## src/rtl/dbus_interconnect_pkg.sv

```systemverilog
// Shared types and default memory map for the data-bus interconnect.
// Slave windows are BASE/MASK pairs; the lowest matching index wins.
package dbus_interconnect_pkg;

   typedef enum logic [1:0] {
      ST_IDLE,
      ST_ACCESS,
      ST_RESP,
      ST_ERR
   } state_e;

   localparam logic [31:0] RAM_BASE  = 32'h2000_0200;
   localparam logic [31:0] GPO_BASE  = 32'h4000_0000;
   localparam logic [31:0] GPI_BASE  = 32'h4000_0100;
   localparam logic [31:0] GPIO_BASE = 32'h4000_0200;
   localparam logic [31:0] WIN_MASK  = 32'hFFFF_FF00;

   function automatic int sel_width(input int n);
      return (n > 1) ? $clog2(n) : 1;
   endfunction

endpackage

```

## src/rtl/dbus_interconnect_addr_match.sv

```systemverilog
// Combinational priority address matcher.
// Scans from the top index down so the lowest hit is left in sel_o.
module dbus_interconnect_addr_match #(
   parameter int                  N_SLV = 4,
   parameter int                  SEL_W = 2,
   parameter logic [N_SLV*32-1:0] BASE  = '0,
   parameter logic [N_SLV*32-1:0] MASK  = '0
) (
   input  logic [31:0]      addr_i,
   output logic             hit_o,
   output logic [SEL_W-1:0] sel_o
);

   always_comb begin
      hit_o = 1'b0;
      sel_o = '0;
      for (int i = N_SLV - 1; i >= 0; i--) begin
         if ((addr_i & MASK[i*32 +: 32]) == BASE[i*32 +: 32]) begin
            hit_o = 1'b1;
            sel_o = SEL_W'(i);
         end
      end
   end

endmodule

```

## src/rtl/dbus_interconnect.sv

```systemverilog
// Data-bus interconnect: RV32I data port to N_SLV memory-mapped slaves.
// Registered decode, one-hot chip select, wait states, timeout and error replies.
module dbus_interconnect
   import dbus_interconnect_pkg::*;
#(
   parameter int                  N_SLV   = 4,
   parameter int                  DATA_W  = 32,
   parameter logic [N_SLV*32-1:0] BASE    = {GPIO_BASE, GPI_BASE,
                                             GPO_BASE, RAM_BASE},
   parameter logic [N_SLV*32-1:0] MASK    = {N_SLV{WIN_MASK}},
   parameter int                  TIMEOUT = 15
) (
   input  logic                    clk,
   input  logic                    reset,
   input  logic                    m_req,
   input  logic                    m_we,
   input  logic [31:0]             m_addr,
   input  logic [DATA_W-1:0]       m_wdata,
   input  logic [1:0]              m_bhw,
   output logic [DATA_W-1:0]       m_rdata,
   output logic                    m_ready,
   output logic                    m_err,
   output logic [7:0]              err_cnt,
   output logic [N_SLV-1:0]        s_cs,
   output logic                    s_we,
   output logic [31:0]             s_addr,
   output logic [DATA_W-1:0]       s_wdata,
   output logic [1:0]              s_bhw,
   input  logic [N_SLV*DATA_W-1:0] s_rdata,
   input  logic [N_SLV-1:0]        s_ready
);

   localparam int SEL_W = sel_width(N_SLV);
   localparam int TW    = $clog2(TIMEOUT + 1);

   state_e             state_q;
   logic [SEL_W-1:0]   sel_q;
   logic               we_q;
   logic [31:0]        addr_q;
   logic [DATA_W-1:0]  wdata_q;
   logic [1:0]         bhw_q;
   logic [TW-1:0]      tcnt_q;
   logic [N_SLV-1:0]   cs_q;
   logic               m_ready_q;
   logic               m_err_q;
   logic [DATA_W-1:0]  m_rdata_q;
   logic [7:0]         err_cnt_q;
   logic [7:0]         err_cnt_d;

   logic               hit;
   logic [SEL_W-1:0]   sel;
   logic [N_SLV-1:0]   cs_set;
   logic [DATA_W-1:0]  rdata_sel;
   logic               rdy_sel;

   dbus_interconnect_addr_match #(
      .N_SLV (N_SLV),
      .SEL_W (SEL_W),
      .BASE  (BASE),
      .MASK  (MASK)
   ) u_match (
      .addr_i (m_addr),
      .hit_o  (hit),
      .sel_o  (sel)
   );

   always_comb begin
      cs_set      = '0;
      cs_set[sel] = 1'b1;
   end

   // Only the selected channel is ever observed.
   assign rdata_sel = s_rdata[int'(sel_q)*DATA_W +: DATA_W];
   assign rdy_sel   = s_ready[sel_q];

   assign err_cnt_d = (err_cnt_q == 8'hFF) ? err_cnt_q : err_cnt_q + 8'd1;

   always_ff @(posedge clk or posedge reset) begin
      if (reset) begin
         state_q   <= ST_IDLE;
         sel_q     <= '0;
         we_q      <= 1'b0;
         addr_q    <= '0;
         wdata_q   <= '0;
         bhw_q     <= '0;
         tcnt_q    <= '0;
         cs_q      <= '0;
         m_ready_q <= 1'b0;
         m_err_q   <= 1'b0;
         m_rdata_q <= '0;
         err_cnt_q <= '0;
      end else begin
         m_ready_q <= 1'b0;
         m_err_q   <= 1'b0;
         unique case (state_q)
            ST_IDLE: begin
               if (m_req) begin
                  if (hit) begin
                     state_q <= ST_ACCESS;
                     sel_q   <= sel;
                     we_q    <= m_we;
                     addr_q  <= m_addr;
                     wdata_q <= m_wdata;
                     bhw_q   <= m_bhw;
                     cs_q    <= cs_set;
                     tcnt_q  <= '0;
                  end else begin
                     state_q   <= ST_ERR;
                     m_ready_q <= 1'b1;
                     m_err_q   <= 1'b1;
                     m_rdata_q <= '0;
                     err_cnt_q <= err_cnt_d;
                  end
               end
            end
            ST_ACCESS: begin
               // A ready in the last allowed cycle still counts.
               if (rdy_sel) begin
                  state_q   <= ST_RESP;
                  m_ready_q <= 1'b1;
                  cs_q      <= '0;
                  if (!we_q) begin
                     m_rdata_q <= rdata_sel;
                  end
               end else if (tcnt_q == TW'(TIMEOUT - 1)) begin
                  state_q   <= ST_RESP;
                  m_ready_q <= 1'b1;
                  m_err_q   <= 1'b1;
                  m_rdata_q <= '0;
                  cs_q      <= '0;
                  err_cnt_q <= err_cnt_d;
               end else begin
                  tcnt_q <= tcnt_q + TW'(1);
               end
            end
            ST_RESP: begin
               state_q <= ST_IDLE;
               tcnt_q  <= '0;
            end
            ST_ERR: begin
               state_q <= ST_IDLE;
            end
            default: begin
               state_q <= ST_IDLE;
            end
         endcase
      end
   end

   assign m_rdata = m_rdata_q;
   assign m_ready = m_ready_q;
   assign m_err   = m_err_q;
   assign err_cnt = err_cnt_q;
   assign s_cs    = cs_q;
   assign s_we    = we_q & (|cs_q);
   assign s_addr  = addr_q;
   assign s_wdata = wdata_q;
   assign s_bhw   = bhw_q;

endmodule

```

## config.mk

```make
export PLATFORM = sky130hd
export DESIGN_NAME = dbus_interconnect
export DESIGN_NICKNAME = d
export VERILOG_FILES = /design/src/rtl/dbus_interconnect_pkg.sv /design/src/rtl/dbus_interconnect_addr_match.sv /design/src/rtl/dbus_interconnect.sv
export SDC_FILE = /design/constraint.sdc
export NUM_CORES = 1
export LEC_CHECK = 0
export ABC_AREA = 1
export BUFFER_PORTS_ARGS = -buffer_cell sky130_fd_sc_hd__buf_2
export CORE_ASPECT_RATIO = 1.25
export CORE_MARGIN = 5
export CORE_UTILIZATION = 35
export DETAILED_ROUTE_END_ITERATION = 6
export PLACE_DENSITY_LB_ADDON = 0.3
export SLEW_MARGIN = 20
export SYNTH_ARGS = -nofsm -noshare
export SYNTH_HDL_FRONTEND = slang
export SYNTH_SLANG_ARGS = --single-unit
```

## constraint.sdc

```tcl
create_clock -name clk -period 9.6 [get_ports clk]
set_input_delay 0.48 -clock clk [delete_from_list [all_inputs] [get_ports clk]]
set_output_delay 0.48 -clock clk [all_outputs]
set_load 0.05 [all_outputs]
```

==> flow_summary_export.csv, run 1 <==
group,metric,value,unit
drt,routedWlPerCell,15.2,um
sta,final_hold_viol_count,0,
drt,dr_total_vias,6422,
power_and_ir_drop,pwr-share-comb,32.7,%
cts,ctsHoldBuffers,0,
power_and_ir_drop,leakage,4.88,nW
yosys,yosysSeqAreaShare,49.1,%
critical_path,cp.arrival,3.70,ns
placed_design,port_buffers,314,
grt,grt.overflow.total,0,
floorplan,core_area,17400,sq um
critical_path,end_kind,"flip-flop",
power_and_ir_drop,power_density,217,nW/um^2
cts,insertion_delay,0.42,ns
floorplan,boundaryPins,315,
cts,cts_buffers,17,
sta,rsz0062_at_grt,"false",
power_and_ir_drop,intPower,1.06,mW
grt,grt_max_degree,82,
job,cap_violations,0,
floorplan,start_util,35.4,%
grt,antenna_found_initial,5,
cts,clkSinkCount,121,
yosys,syn_inst,831,
critical_path,cp-start-kind,"flip-flop",
layout,multi_input_area,2710,sq um
sta,post-route-period-util,35.5,%
yosys,yosys_warnings,0,
power_and_ir_drop,seqPwrFrac,34.1,%
layout,n_fill_cell,1804,
drt,drc_errors,0,
cts,ctsResizeCount,0,
floorplan,die_h,158,um
critical_path,path_class,"reg2reg",
sta,clock.fmax,0.293,GHz
drt,viasPerCell,4.72,
floorplan,die_w,129,um
critical_path,cp_max_fo,66,
placed_design,dp_hpwl,15200,um
yosys,ys_async_sr_fraction,100,%
sta,clock_skew,0.0112,ns
yosys,ys_ff_latch,121,
sta,finalSetupViolCount,0,
yosys,syn-num-nets,1036,
grt,first_global_vias,6290,
drt,ant_nets,0,
sta,whs,0.110,ns
power_and_ir_drop,switching_share,41.8,%
power_and_ir_drop,peakVddDrop,0.0926,mV
grt,grt_usage,19.7,%
layout,seq_area,3030,sq um
sta,finalWorstPathRequiredPeriod,3.41,ns
sta,maxSlewViolCount,0,
yosys,syn_area_per_cell,7.42,sq um
power_and_ir_drop,p_switching,0.761,mW
layout,syn2layout_area_growth,36.2,%
cts,cts_max_path_buffers,2,
critical_path,crit_start,"sel_q[1]",
yosys,mappedNetlistArea,6170,sq um
placed_design,dpl.cell_count,1327,
run_status,status,"completed",
yosys,ys.flop_type,"dfrtp_1",
cts,cts_tree,"done",
yosys,synth_edf_count,0,
floorplan,fp-row-count,54,
critical_path,crit_required,9.89,ns
cts,post-cts-setup-buffer-count,0,
cts,path_clk_slew,0.06,ns
cts,root_buffer,"clkbuf_16",
cts,htreeDepth,4,
yosys,synth_cell_type_count,29,
layout,drive_gt1_share,32.8,%
drt,initialDrtViolationCount,287,
floorplan,die_area,20400,sq um
power_and_ir_drop,clockPowerShare,33.1,%
critical_path,r2r-start,"sel_q[1]",
layout,final_cells,1361,
sta,tns,0,ns
grt,grt_pass1_wl,31700,um
drt,dr.pass1.iters,4,
worst_hold_path,hold_path_class,"in2async",
sta,slew_headroom,35.2,%
layout,final_nets,1327,
sta,tightestPinTransition,0.968,ns
placed_design,gp_congestion,0.807,
drt,totalWireLength,20700,um
-- path summary, 6_finish.rpt --
path,slack (ns),depth (start not counted),endpoint
worst max-delay path,6.19,10,m_rdata[30]
worst min-delay path,0.11,2,m_rdata[23]
worst max register to register,6.19,10,m_rdata[30]
worst min register to register,0.47,2,m_rdata[0]
max in group asynchronous,8.29,3,sel_q[0]
min in group clk,0.25,3,s_wdata[0]
-- cell usage in the layout, fill, tap and decap left out, types with 2 or more instances in the layout --
master     Yosys  routed
a211oi_1      32      32
ha_1           3       3
dfrtp_1      121     120
nor2_2         5       5
inv_1         50      48
nand4_1        9       9
clkbuf_16      0      17
xnor2_1        3       3
inv_2          4       4
clkinv_4       0       3
nand2_2        4       4
nor2_1        56      56
buf_2         14     314
inv_8          0       2
nand2_1      352     352
inv_6          0       8
nand3_1       56      56
diode_2        0       2
a21oi_1       69      69
nor3_1         4       4
nand3_2        3       3
clkinv_2       0       2
buf_4          5       4
o21ai_0        5       5
-- cell families after synthesis --
kind of cell / Yosys count / synth area share (%)
AND/OR/NAND/NOR: 493 / 32.5
flip-flops: 121 / 49.1
AO/OA/AOI/OAI: 109 / 10.3
buffers and inverters: 101 / 6.98
XOR/XNOR: 4 / 0.568
adder cells (fa/ha/maj): 3 / 0.608
-- worst max-delay path: stages, from the launching register on --
cell      delay (ns)
dfrtp_1         0.36
clkinv_2        0.65
nand2_1         0.31
o21ai_2         0.11
nand2_2         0.54
nor2_1          0.11
nor2_2          0.12
buf_4           0.33
nand2_2         0.46
nand2_1         0.20
nand2_1         0.06
-- final cells by class --
cell class	count	share of cell area [%]
timing repair buffer	319	19.2
sequential	121	36.1
clock buffer	17	5.06
multi-input combinational	609	32.3
clock inverter	15	1.56
antenna	2	0.0596
inverter	54	2.46
tap	224	3.34
-- routing by layer --
layer	GRT usage, %	part of all wire [%]	vias to the layer above
met3	7.21	10	27
li1	-	-	3237
met2	32.8	48	262
met1	23.7	40	2890
met4	6.70	1.9	6
met5	0	0.16	-
-- flip-flops by register name, summed over array words and instances (netlist names) --
signal / flops
we_q: 1
m_rdata: 32
err_cnt: 8
tcnt_q: 4
m_err: 1
s_wdata: 32
m_ready: 1
s_addr: 32
s_bhw: 2
state_q: 2
s_cs: 4
sel_q: 2
-- through the flow --
stage	util (%)	power [mW]	setup slack (ns)	cell area [sq um]
global placement	44.9	1.23	6.35	7840
finish	48.2	1.82	6.19	8400
CTS	48.1	1.85	6.23	8390
detailed placement	44.9	1.23	6.26	7840
floorplan	-	1.06	5.91	6170
global route	48.2	1.92	5.82	8400
-- power groups by stage --
stage | Clock (mW) | Sequential (mW) | Combinational [mW]
floorplan | 0 | 0.815 | 0.243
global placement | 0 | 0.630 | 0.600
detailed placement | 0 | 0.630 | 0.603
CTS | 0.619 | 0.621 | 0.605
global route | 0.643 | 0.629 | 0.651
finish | 0.603 | 0.621 | 0.596
-- cells in the mapped netlist, types with 2 or more instances --
master	instances	area, sq um
nand3_2	3	30.0
buf_4	5	37.5
nor3_1	4	20.0
o21ai_0	5	25.0
buf_6	2	22.5
inv_1	50	188
nand4_1	9	56.3
inv_2	4	15.0
xnor2_1	3	26.3
buf_2	14	70.1
ha_1	3	37.5
clkbuf_1	25	93.8
a21oi_1	69	345
nand2_2	4	25.0
nand3_1	56	280
nor2_2	5	31.3
nor2_1	56	210
a211oi_1	32	240
nand2_1	352	1320
dfrtp_1	121	3030
Note: power is estimated with default switching activity, not from simulation.
==> inputs of run 2 (changes only) <==
==> constraint.sdc (replaced) <==
create_clock -name clk -period 3.4 [get_ports clk]
set_input_delay 0.17 -clock clk [delete_from_list [all_inputs] [get_ports clk]]
set_output_delay 0.17 -clock clk [all_outputs]
set_load 0.05 [all_outputs]
==> flow_summary_export.csv, run 2 (same netlist as run 1, synthesis figures left out) <==
group,metric,value,unit
run_status,status,"completed",
sta,post-route-period-util,69.8,%
critical_path,crit_start,"tcnt_q[0]",
floorplan,die_w,129,um
drt,dr_total_vias,6691,
grt,first_global_vias,6396,
critical_path,cp_max_fo,33,
sta,slew_headroom,43.2,%
critical_path,crit_required,3.69,ns
cts,path_clk_slew,0.05,ns
placed_design,port_buffers,314,
critical_path,path_class,"reg2reg",
critical_path,r2r_slack,1.03,ns
critical_path,cp-start-kind,"flip-flop",
power_and_ir_drop,power_density,590,nW/um^2
cts,ctsHoldBuffers,44,
sta,maxSlewViolCount,0,
critical_path,cp.arrival,2.67,ns
floorplan,core_area,17400,sq um
critical_path,end_kind,"flip-flop",
cts,htreeDepth,4,
cts,clkSinkCount,121,
layout,final_cell_mix,"352 x nand2_1, 314 x buf_2, 120 x dfrtp_1, 69 x a21oi_1",
critical_path,r2r-start,"tcnt_q[0]",
drt,initialDrtViolationCount,299,
drt,totalWireLength,21400,um
layout,layout.cells.most_common,"nand2_1",
job,cap_violations,0,
grt,grt_usage,20.4,%
floorplan,boundaryPins,315,
cts,post-cts-setup-buffer-count,0,
drt,viasPerCell,4.75,
drt,routedWlPerCell,15.2,um
cts,insertion_delay,0.41,ns
cts,cts_max_path_buffers,2,
grt,grt.overflow.total,0,
sta,clock.fmax,0.421,GHz
worst_hold_path,hold_path_class,"in2reg",
cts,cts_tree,"done",
floorplan,die_area,20400,sq um
layout,antennaDiodeCount,0,
critical_path,worst_r2r_path_depth,11,
placed_design,gp_congestion,0.805,
floorplan,die_h,158,um
floorplan,start_util,35.4,%
drt,ant_nets,0,
layout,final_nets,1378,
sta,finalWorstPathRequiredPeriod,2.37,ns
power_and_ir_drop,leakage,5.10,nW
grt,grt_max_degree,68,
sta,rsz0062_at_grt,"false",
sta,finalSetupViolCount,0,
drt,dr.pass1.iters,5,
worst_hold_path,hold_path_startpoint,"m_we",
layout,drive_gt1_share,32.0,%
sta,tns,0,ns
power_and_ir_drop,peakVddDrop,0.289,mV
cts,cts_buffers,17,
sta,tightestPinTransition,0.852,ns
placed_design,dp_hpwl,15500,um
cts,root_buffer,"clkbuf_16",
critical_path,r2r-end,"m_rdata[30]",
cts,ctsResizeCount,0,
floorplan,fp-row-count,54,
grt,antenna_found_initial,2,
sta,clock_skew,0.00710,ns
layout,syn2layout_area_growth,44.5,%
sta,final_hold_viol_count,0,
drt,drc_errors,0,
grt,grt_pass1_wl,32900,um
sta,whs,0.0412,ns
critical_path,endpoint,"m_rdata[30]",
[run 2: changes by cell type in the layout (fill, tap and decap cells not counted), sizes merged]
cell	delta
clkinv	+2
clkinvlp	+3
dlygate4sd3	+44
clkbuf	+1
inv	-8
diode	-2
buf	+7
bufinv	+2
[run 2: report_power, final]
group	leakage, nW	total, mW	internal [mW]	switching, mW
Combinational	3.28	1.74	0.446	1.29
Clock	0.278	1.77	1.10	0.676
Sequential	1.55	1.74	1.62	0.123
Total	5.10	5.26	3.17	2.09
[run 2: per-layer routing]
layer  wire length, um  GRT usage, %  vias to the layer above
met2             10500          35.2                      287
li1                  -             -                     3343
met5                24             0                        -
met4               379          6.50                        4
met3              2120          7.52                       24
met1              8420          23.6                     3033
[run 2: worst min path at each step]
stage / to / slack, ns / cells after the start
after floorplan: s_addr[0] / 0.28 / 2
after global placement: s_wdata[30] / 0.36 / 3
after detailed placement: s_wdata[1] / 0.37 / 3
after CTS: we_q / 0.02 / 3
after global routing: we_q / 0.03 / 3
final: we_q / 0.04 / 3
[run 2: stage by stage]
step / total power [mW] / util (%) / instances / cell area (sq um) / setup WS [ns]
final: 5.26 / 51.1 / 1410 / 8920 / 1.03
after global routing: 5.54 / 51.1 / 1410 / 8920 / 0.744
after CTS: 5.33 / 51.1 / 1410 / 8920 / 0.954
after detailed placement: 3.50 / 45.2 / 1334 / 7890 / 0.976
after global placement: 3.48 / 45.2 / 1334 / 7890 / 1.12
after floorplan: 2.99 / - / 831 / 6170 / 0.0158
[run 2: critical path, stage by stage, from the launching register on]
cell and delay [ns]:
dfrtp_1 0.40, inv_1 0.09, ha_1 0.14, nand3_1 0.12, nand2_1 0.10, or2_1 0.13, nand3_2 0.11, nor2_2 0.09
buf_4 0.33, nand2_2 0.47, nand2_1 0.20, nand2_1 0.06
[run 2: final cells by class]
type                    instances  area, sq um
clock buffers                  18          439
clock inverters                14          149
repair buffers                370         2100
flip-flops and latches        121         3030
fillers                      1718         8520
well taps                     224          280
multi-input cells             609         2710
inverters                      54          205
